<file path="config.mk">
export PLATFORM = sky130hd
export DESIGN_NAME = blink_tick_gen_flat
export DESIGN_NICKNAME = d
export VERILOG_FILES = /design/src/rtl/blink_tick_gen_if.sv /design/src/rtl/blink_tick_gen.sv /design/src/flat_wrapper.sv
export SDC_FILE = /design/constraint.sdc
export NUM_CORES = 1
export LEC_CHECK = 0
export CELL_PAD_IN_SITES_DETAIL_PLACEMENT = 0
export CELL_PAD_IN_SITES_GLOBAL_PLACEMENT = 1
export CORE_ASPECT_RATIO = 1.25
export CORE_UTILIZATION = 45
export DETAILED_ROUTE_END_ITERATION = 10
export PLACE_DENSITY = 0.79
export SETUP_SLACK_MARGIN = 0.3
export SLEW_MARGIN = 20
export SYNTH_ARGS = -nofsm -noshare
export SYNTH_HDL_FRONTEND = slang
export SYNTH_SLANG_ARGS = --single-unit
</file>
<file path="constraint.sdc">
create_clock -name clk -period 5.72 [get_ports clk]
set_input_delay 0.858 -clock clk [delete_from_list [all_inputs] [get_ports clk]]
set_output_delay 0.858 -clock clk [all_outputs]
set_load 0.01 [all_outputs]
</file>
<file path="src/rtl/blink_tick_gen_if.sv">
// blink_tick_gen_if: control/status bundle between the blink tick generator and its user
interface blink_tick_gen_if #(
    parameter int CNT_W = 24
);
    logic             en;
    logic             load;
    logic [CNT_W-1:0] half_period;
    logic             ready;
    logic             tick;
    logic             sq;
    logic [7:0]       toggles;
    modport master (output en, load, half_period, input ready, tick, sq, toggles);
    modport slave  (input en, load, half_period, output ready, tick, sq, toggles);
endinterface

</file>
<file path="src/rtl/blink_tick_gen.sv">
// blink_tick_gen: settle-gated programmable half-period tick and square-wave generator; BLINK_TICK_TOGGLE_CNT_EN enables the toggle counter
module blink_tick_gen #(
    parameter int CNT_W         = 24,
    parameter int SETTLE_CYCLES = 64,
    parameter int DEFAULT_HALF  = 2500000
) (
    input logic             clk,
    input logic             reset,
    blink_tick_gen_if.slave bus
);
    localparam int SW = $clog2(SETTLE_CYCLES + 1);
    typedef enum logic [1:0] {SETTLE, IDLE, RUN} state_t;
    state_t           state;
    logic [SW-1:0]    settle;
    logic [CNT_W-1:0] active, pending, cnt, req, next_half;
    logic             ready, tick, sq;
    assign req       = (bus.half_period == '0) ? CNT_W'(1) : bus.half_period;
    assign next_half = bus.load ? req : pending;
    assign bus.ready = ready;
    assign bus.tick  = tick;
    assign bus.sq    = sq;
`ifdef BLINK_TICK_TOGGLE_CNT_EN
    logic [7:0] tog;
    assign bus.toggles = tog;
`else
    assign bus.toggles = 8'h00;
`endif
    // settle hold-off, then down-count the active half-period; reload from pending (or a same-cycle load) at zero
    always_ff @(posedge clk) begin
        if (reset) begin
            state   <= SETTLE;
            settle  <= '0;
            active  <= CNT_W'(DEFAULT_HALF);
            pending <= CNT_W'(DEFAULT_HALF);
            cnt     <= '0;
            ready   <= 1'b0;
            tick    <= 1'b0;
            sq      <= 1'b0;
`ifdef BLINK_TICK_TOGGLE_CNT_EN
            tog     <= 8'h00;
`endif
        end else begin
            tick <= 1'b0;
            if (state != SETTLE && bus.load) pending <= req;
            if (state == SETTLE) begin
                if (settle == SW'(SETTLE_CYCLES - 1)) begin
                    state <= IDLE;
                    ready <= 1'b1;
                    cnt   <= active - CNT_W'(1);
                end else begin
                    settle <= settle + SW'(1);
                end
            end else if (state == IDLE) begin
                if (bus.en) state <= RUN;
            end else if (!bus.en) begin
                state <= IDLE;
            end else if (cnt == '0) begin
                sq     <= ~sq;
                tick   <= 1'b1;
                active <= next_half;
                cnt    <= next_half - CNT_W'(1);
`ifdef BLINK_TICK_TOGGLE_CNT_EN
                tog    <= tog + 8'd1;
`endif
            end else begin
                cnt <= cnt - CNT_W'(1);
            end
        end
    end
endmodule
</file>
<file path="src/flat_wrapper.sv">
// flat-port wrapper written by rule: the top's interface ports become plain ports
module blink_tick_gen_flat 
#(
    parameter int CNT_W         = 24,
    parameter int SETTLE_CYCLES = 64,
    parameter int DEFAULT_HALF  = 2500000
)
  (clk, reset, bus_en, bus_load, bus_half_period, bus_ready, bus_tick, bus_sq, bus_toggles);
  blink_tick_gen_if #(.CNT_W(CNT_W)) bus_i ();
  input logic clk;
  input logic reset;
  input wire logic [$bits(bus_i.en)-1:0] bus_en;
  input wire logic [$bits(bus_i.load)-1:0] bus_load;
  input wire logic [$bits(bus_i.half_period)-1:0] bus_half_period;
  output wire logic [$bits(bus_i.ready)-1:0] bus_ready;
  output wire logic [$bits(bus_i.tick)-1:0] bus_tick;
  output wire logic [$bits(bus_i.sq)-1:0] bus_sq;
  output wire logic [$bits(bus_i.toggles)-1:0] bus_toggles;
  assign bus_i.en = bus_en;
  assign bus_i.load = bus_load;
  assign bus_i.half_period = bus_half_period;
  assign bus_ready = bus_i.ready;
  assign bus_tick = bus_i.tick;
  assign bus_sq = bus_i.sq;
  assign bus_toggles = bus_i.toggles;
  blink_tick_gen #(.CNT_W(CNT_W), .SETTLE_CYCLES(SETTLE_CYCLES), .DEFAULT_HALF(DEFAULT_HALF)) u_core (.clk(clk), .reset(reset), .bus(bus_i));
endmodule
</file>
==> results of run 1 <==
layout by cell type (no fill, tap or decap), types with 9 or more instances in the layout:
cell	instances
mux2i_1	32
nor2_1	63
nand2_1	96
clkdlybuf4s50_1	29
dfxtp_1	84
nor4_1	11
nand3_1	21
nor3_1	16
a211oi_1	20
xor2_1	10
a21oi_1	24
o211ai_1	12
clkbuf_16	9
o21ai_0	20
layout make-up:
| cell class | instances | area share |
|---|---|---|
| multi-input combinational | 432 | 0.513 |
| sequential | 84 | 0.324 |
| timing repair buffer | 38 | 0.0684 |
| clock buffer | 12 | 0.0474 |
| tap | 126 | 0.0303 |
| clock inverter | 4 | 0.0140 |
| inverter | 5 | 0.00361 |
worst paths after layout:
path / to / slack [ns] / depth (start not counted)
setup / recovery: u_core.cnt[20] / 1.80 / 13
hold / removal: u_core.settle[6] / 0.44 / 2
setup reg to reg: u_core.cnt[20] / 2.25 / 12
hold reg to reg: u_core.settle[6] / 0.44 / 2
kinds of logic after synthesis:
logic type | Yosys count | synth area share
xor+xnor | 15 | 0.0288
simple gates | 255 | 0.274
compound gates | 116 | 0.189
mux | 36 | 0.0802
flops | 84 | 0.369
other cells | 1 | 0.000823
buf+inv | 47 | 0.0527
fa+ha+maj | 2 | 0.00549
registers in the layout, summed over array words and instances (netlist names):
name / count
u_core.active: 24
u_core.bus.ready: 1
u_core.bus.sq: 1
u_core.bus.tick: 1
u_core.cnt: 24
u_core.pending: 24
u_core.settle: 7
u_core.state: 2
Yosys cell counts (all sizes together), types with 2 or more instances:
| cell | count |
|---|---|
| nor3 | 17 |
| a31oi | 6 |
| mux2i | 32 |
| and4 | 3 |
| buf | 20 |
| and3 | 9 |
| nand3 | 22 |
| nand2 | 97 |
| nor4 | 14 |
| a311oi | 6 |
| nand4 | 9 |
| dfxtp | 84 |
| a211oi | 20 |
| a21o | 2 |
| ha | 2 |
| clkbuf | 22 |
| a21oi | 25 |
| o21ai | 20 |
| xor2 | 10 |
| o311ai | 3 |
| and2 | 5 |
| nor2b | 2 |
| o31ai | 7 |
| xnor2 | 5 |
| inv | 4 |
| o221ai | 2 |
| nor2 | 65 |
| o211ai | 12 |
| a311o | 3 |
| or4 | 4 |
| or2 | 5 |
| mux2 | 4 |
stage by stage:
stage | hold WS (ns) | instance area [um2] | power, mW | std cells | worst slack (ns)
floorplan | 0.412 | 4580 | 0.639 | 563 | 2.15
global placement | 0.418 | 4880 | 0.671 | 685 | 1.56
detailed placement | 0.437 | 4880 | 0.671 | 685 | 1.47
CTS | 0.445 | 5200 | 1.29 | 701 | 1.81
global route | 0.467 | 5200 | 1.33 | 701 | 1.62
finish | 0.441 | 5200 | 1.28 | 701 | 1.80
layer usage:
layer | up-vias | wire, um | track usage
li1 | 2019 | - | -
met1 | 1974 | 5900 | 0.341
met2 | 121 | 5870 | 0.402
met3 | 26 | 533 | 0.0385
met4 | 0 | 354 | 0.105
met5 | - | 0 | 0
worst max-delay path, cell delays in order:
cell             delay [ns]
clkdlybuf4s50_1        0.53
buf_4                  0.26
mux2i_1                0.20
o21ai_0                0.15
a21o_1                 0.22
inv_1                  0.10
ha_1                   0.19
and2_2                 0.20
nand4_4                0.13
nor3_4                 0.39
nand3_2                0.15
or4_1                  0.54
a311oi_1               0.25
power by group through the flow:
stage | combinational, mW | sequential, mW | clock, mW
floorplan | 0.0381 | 0.601 | 0
global route | 0.0754 | 0.588 | 0.664
CTS | 0.0699 | 0.588 | 0.635
detailed placement | 0.0696 | 0.601 | 0
global placement | 0.0693 | 0.601 | 0
finish | 0.0701 | 0.588 | 0.625
==> metrics.yaml, run 1 <==
p_clk_frac: 0.487
final-seq-area_um2: 1680
slew_headroom: 0.422
clock-sinks: 84
synth-seq-cells: 84
synth_warnings: 0
drive_gt1_frac: 0.0939
worstMarginPinSlew_ns: 0.860
sw_frac_of_total: 0.213
cts_root_buf: "clkbuf_16"
timing.rr.start: "u_core.state[1]"
place_congestion: 0.912
max_freq_mhz: 255
cts_tree: "built"
dpl.hpwl_um: 8890
finClkSkew_ns: 0.00502
netlist_area_um2: 4560
synth-main-ff-cell: "dfxtp_1"
grt-ovfl-total: 0
numPortBuffers: 30
worst_ep_arrival_time_ns: 4.17
multi_input_area_um2: 2670
synth_edf_count: 0
coreArea_um2: 9710
grt_pass1_wl_um: 20400
syn_inst: 556
cts_buffers: 9
fin_nets: 600
rows: 40
post_cts_resized: 0
die_y_um: 115
p_sw_uw: 273
hold_buffers: 0
fin_crit_sh: 0.685
power_density_nw_per_um2: 247
die_area_um2: 10500
setup_violations: 0
worstSetupEndpointType: "flip-flop"
path_clk_slew_ns: 0.06
syn_to_final_growth_pct: 14.0
clock_latency_ns: 0.34
outcome: "finished, final reports clean"
start_kind: "input pin"
synth_area_leaders: "dfxtp_1, nand2_1, mux2i_1"
p_leak_nw: 2.02
htree_levels: 3
diodes: 0
pin_count: 39
dr.pass1.iters: 7
syn-mean-instance-area_um2: 8.20
yosys.cell_types.count: 68
rsz0062_at_grt: "no"
routed_via_density: 5.91
route.detailed.drc: 0
p_int_mw: 1.01
grt_usage: 0.253
cts_setup_buffers: 0
peakVddDrop_uv: 158
worst-setup-path-type: "input pin to flip-flop"
min_from: "u_core.settle[6]"
n_fill_cell: 944
yosysTopAreaCell: "dfxtp_1"
drtIter0Drc: 293
crit_fanout: 14
period_minus_slack_ns: 3.92
grt_pass1_vias: 3827
crit_start: "bus_load"
hold_viol_final: 0
postRouteAntennaNets: 0
clock_path_buffers: 2
cap_violations: 0
antenna_found_initial: 0
ys_seq_area_frac: 0.369
p_seq_frac: 0.459
grt_start_max_net_pins: 59
die_w_um: 92.0
async_reset_ff_frac: 0
combPwrFrac: 0.055
slew_viol_final: 0
yosysTopAreaCellShare: 0.369
worstHoldPathType: "flip-flop to flip-flop"
vias: 4140
post-route-util: 0.535
setup_tns_ns: 0
wire_per_inst_um: 18.0
critPathRequiredTime_ns: 5.97
initial_utilization: 0.469
routed_wl_um: 12700
(Power assumes the default switching activity.)
==> run 2: changes to the inputs <==
--- a/config.mk
+++ b/config.mk
@@ -8,9 +8,9 @@
 export CELL_PAD_IN_SITES_DETAIL_PLACEMENT = 0
 export CELL_PAD_IN_SITES_GLOBAL_PLACEMENT = 1
 export CORE_ASPECT_RATIO = 1.25
-export CORE_UTILIZATION = 45
+export CORE_UTILIZATION = 39
 export DETAILED_ROUTE_END_ITERATION = 10
-export PLACE_DENSITY = 0.79
+export PLACE_DENSITY = 0.72
 export SETUP_SLACK_MARGIN = 0.3
 export SLEW_MARGIN = 20
 export SYNTH_ARGS = -nofsm -noshare
==> constraint.sdc (replaced) <==
create_clock -name clk -period 3.5 [get_ports clk]
set_input_delay 0.525 -clock clk [delete_from_list [all_inputs] [get_ports clk]]
set_output_delay 0.525 -clock clk [all_outputs]
set_load 0.01 [all_outputs]
==> run 2 against run 1 <==
Effect of this change: combinational power is 81% higher; worst hold slack got worse by 0.011 ns; clock skew is 0.0037 ns higher; setup slack lost 1.5 ns.
==> metrics.yaml, run 2 (synthesis results as in run 1) <==
outcome: "finished, final reports clean"  # unchanged
place_congestion: 0.901  # was 0.912
critPathRequiredTime_ns: 3.73  # was 5.97 ns
setup_violations: 0  # unchanged
vias: 4154  # was 4140
cpPeakStageDelay_ns: 0.57  # was 0.54 ns
fin_nets: 631  # was 600
path_clk_slew_ns: 0.07  # was 0.06 ns
clock-sinks: 84  # unchanged
r2r_slack_ns: 0.33  # was 2.25 ns
clock_latency_ns: 0.35  # was 0.34 ns
worstSetupEndpointType: "flip-flop"  # unchanged
wire_per_inst_um: 17.2  # was 18.0 um
r2r-end: "u_core.cnt[14]"  # was u_core.cnt[20]
cpLargestDelayFamily: "simple AND/OR/NAND/NOR gates"  # unchanged
final_common_cell: "nand2_1"  # unchanged
die_w_um: 98.7  # was 92.0 um
peakVddDrop_uv: 253  # was 158 uV
initial_utilization: 0.405  # was 0.469
rsz0062_at_grt: "no"  # unchanged
r2r_cells: 12  # unchanged
cts_root_buf: "clkbuf_16"  # unchanged
dpl.hpwl_um: 9220  # was 8890 um
start_kind: "flip-flop"  # was input pin
crit_end: "u_core.cnt[14]"  # was u_core.cnt[20]
power.total_mw: 2.08  # was 1.28 mW
top_regs: "u_core.active: 24 flops, u_core.cnt: 24 flops, u_core.pending: 24 flops"  # unchanged
pin_count: 39  # unchanged
routed_wl_um: 12800  # was 12700 um
cp_cell_sequence: "nor4_1, and4_1, and4_1, a21o_1, inv_1, ha_1, and2_2, nand4_4, nor3_4, buf_4, and4_1, a311o_1"  # was clkdlybuf4s50_1, buf_4, mux2i_1, o21ai_0, a21o_1, inv_1, ha_1, and2_2, nand4_4, nor3_4, nand3_2, or4_1, a311oi_1
grt-ovfl-total: 0  # unchanged
grt_pass1_wl_um: 20700  # was 20400 um
die_area_um2: 12100  # was 10500 um2
slew_viol_final: 0  # unchanged
crit_path_top_delay_cell: "nor4_1"  # was or4_1
cts_tree: "built"  # unchanged
htree_levels: 3  # unchanged
period_minus_slack_ns: 3.17
fin_crit_sh: 0.906
dr.pass1.iters: 5  # was 7
slew_headroom: 0.406  # was 0.422
path_depth: 12  # was 13
numPortBuffers: 30  # unchanged
rows: 43  # was 40
hold_viol_final: 0  # unchanged
hold_buffers: 0  # unchanged
max_freq_mhz: 315
n_fill_cell: 1130  # was 944
crit_fanout: 7  # was 14
diodes: 0  # unchanged
setup_ws_ns: 0.328  # was 1.80 ns
worstHoldPathType: "flip-flop to flip-flop"  # unchanged
worstMarginPinSlew_ns: 0.891  # was 0.860 ns
cp_common_cell: "and4_1"
drive_gt1_frac: 0.147  # was 0.0939
cts_buffers: 9  # unchanged
p_leak_nw: 2.19  # was 2.02 nW
drtIter0Drc: 237  # was 293
antenna_found_initial: 0  # unchanged
worst-path-buf-inv: 2  # was 3
most-common-layout-cells: "nand2_1, dfxtp_1, nor2_1, buf_4, mux2i_1"  # was nand2_1, dfxtp_1, nor2_1, mux2i_1, clkdlybuf4s50_1
grt_usage: 0.222  # was 0.253
worst_ep_arrival_time_ns: 3.40  # was 4.17 ns
route.detailed.drc: 0  # unchanged
power_density_nw_per_um2: 379  # was 247 nW/um2
grt_pass1_vias: 3907  # was 3827
worst-setup-path-type: "flip-flop to flip-flop"  # was input pin to flip-flop
postRouteAntennaNets: 0  # unchanged
grt_start_max_net_pins: 59  # unchanged
clock_path_buffers: 2  # unchanged
crit_start: "u_core.cnt[23]"  # was bus_load
routed_via_density: 5.61  # was 5.91
coreArea_um2: 11200  # was 9710 um2
cap_violations: 0  # unchanged
die_y_um: 123  # was 115 um
timing.rr.start: "u_core.cnt[23]"  # was u_core.state[1]
post-place-ws_ns: -0.111  # was 1.47 ns
finClkSkew_ns: 0.00876  # was 0.00502 ns
syn_to_final_growth_pct: 20.2  # was 14.0%
[run 2: cell count changes in the layout (fill, tap and decap cells not counted), sizes merged]
cell,previous run,this run
dlymetal6s2s,0,2
clkbuf,12,10
clkinvlp,1,2
inv,4,6
bufinv,2,1
dlygate4sd2,0,1
clkdlybuf4s50,29,26
buf,9,40
[run 2: per-layer routing]
metal | GRT usage | vias to the layer above | share of wire
met2 | 0.373 | 118 | 0.47
met5 | 0 | - | 0
met3 | 0.0290 | 27 | 0.038
met4 | 0.111 | 0 | 0.035
met1 | 0.281 | 1931 | 0.45
li1 | - | 2078 | -
[run 2: worst reg2reg max path: stages, from the launching register on]
cell,delay (ns)
dfxtp_1,0.33
nor4_1,0.57
and4_1,0.48
and4_1,0.28
a21o_1,0.15
inv_1,0.06
ha_1,0.20
and2_2,0.20
nand4_4,0.10
nor3_4,0.06
buf_4,0.18
and4_1,0.19
a311o_1,0.26
[run 2: area by class of cell]
cell class	instances	area (um2)	share of cell area
multi-input cells	432	2690	0.491
flip-flops and latches	84	1680	0.307
repair buffers	69	612	0.112
clock buffers	10	239	0.0436
well taps	135	169	0.0308
clock inverters	6	71.3	0.0130
inverters	5	18.8	0.00342
[run 2: worst min path at each step]
stage / depth (start not counted) / from / to / slack (ns)
finish: 2 / u_core.settle[6] / u_core.settle[6] / 0.43
global route: 2 / u_core.settle[6] / u_core.settle[6] / 0.47
CTS: 2 / u_core.settle[6] / u_core.settle[6] / 0.43
detailed placement: 2 / u_core.settle[6] / u_core.settle[6] / 0.42
global placement: 2 / u_core.settle[6] / u_core.settle[6] / 0.43
floorplan: 2 / u_core.settle[6] / u_core.settle[6] / 0.41
[run 2: where the power goes]
group | total [mW] | switching [mW] | internal [mW]
combinational | 0.127 | 0.0693 | 0.0574
sequential | 0.961 | 0.00248 | 0.959
clock | 0.988 | 0.409 | 0.578
total | 2.08 | 0.481 | 1.59
[run 2: per-stage QoR]
step / util / hold WS [ns] / area [um2] / cells / TNS (ns)
final: 0.487 / 0.430 / 5480 / 741 / 0
after global routing: 0.487 / 0.466 / 5480 / 741 / 0
after CTS: 0.484 / 0.434 / 5440 / 739 / 0
after detailed placement: 0.455 / 0.425 / 5120 / 723 / -0.111
after global placement: 0.455 / 0.426 / 5120 / 723 / 0
after floorplan: - / 0.412 / 4580 / 563 / 0
[run 2: repair_timing]
| item | CTS | global route |
|---|---|---|
| pin swaps | 1 | 4 |
| resized for setup | 4 | 6 |
| endpoints found under the hold margin | 0 | 0 |
| setup buffers | 0 | 2 |
| setup endpoints to repair | 1 | 7 |
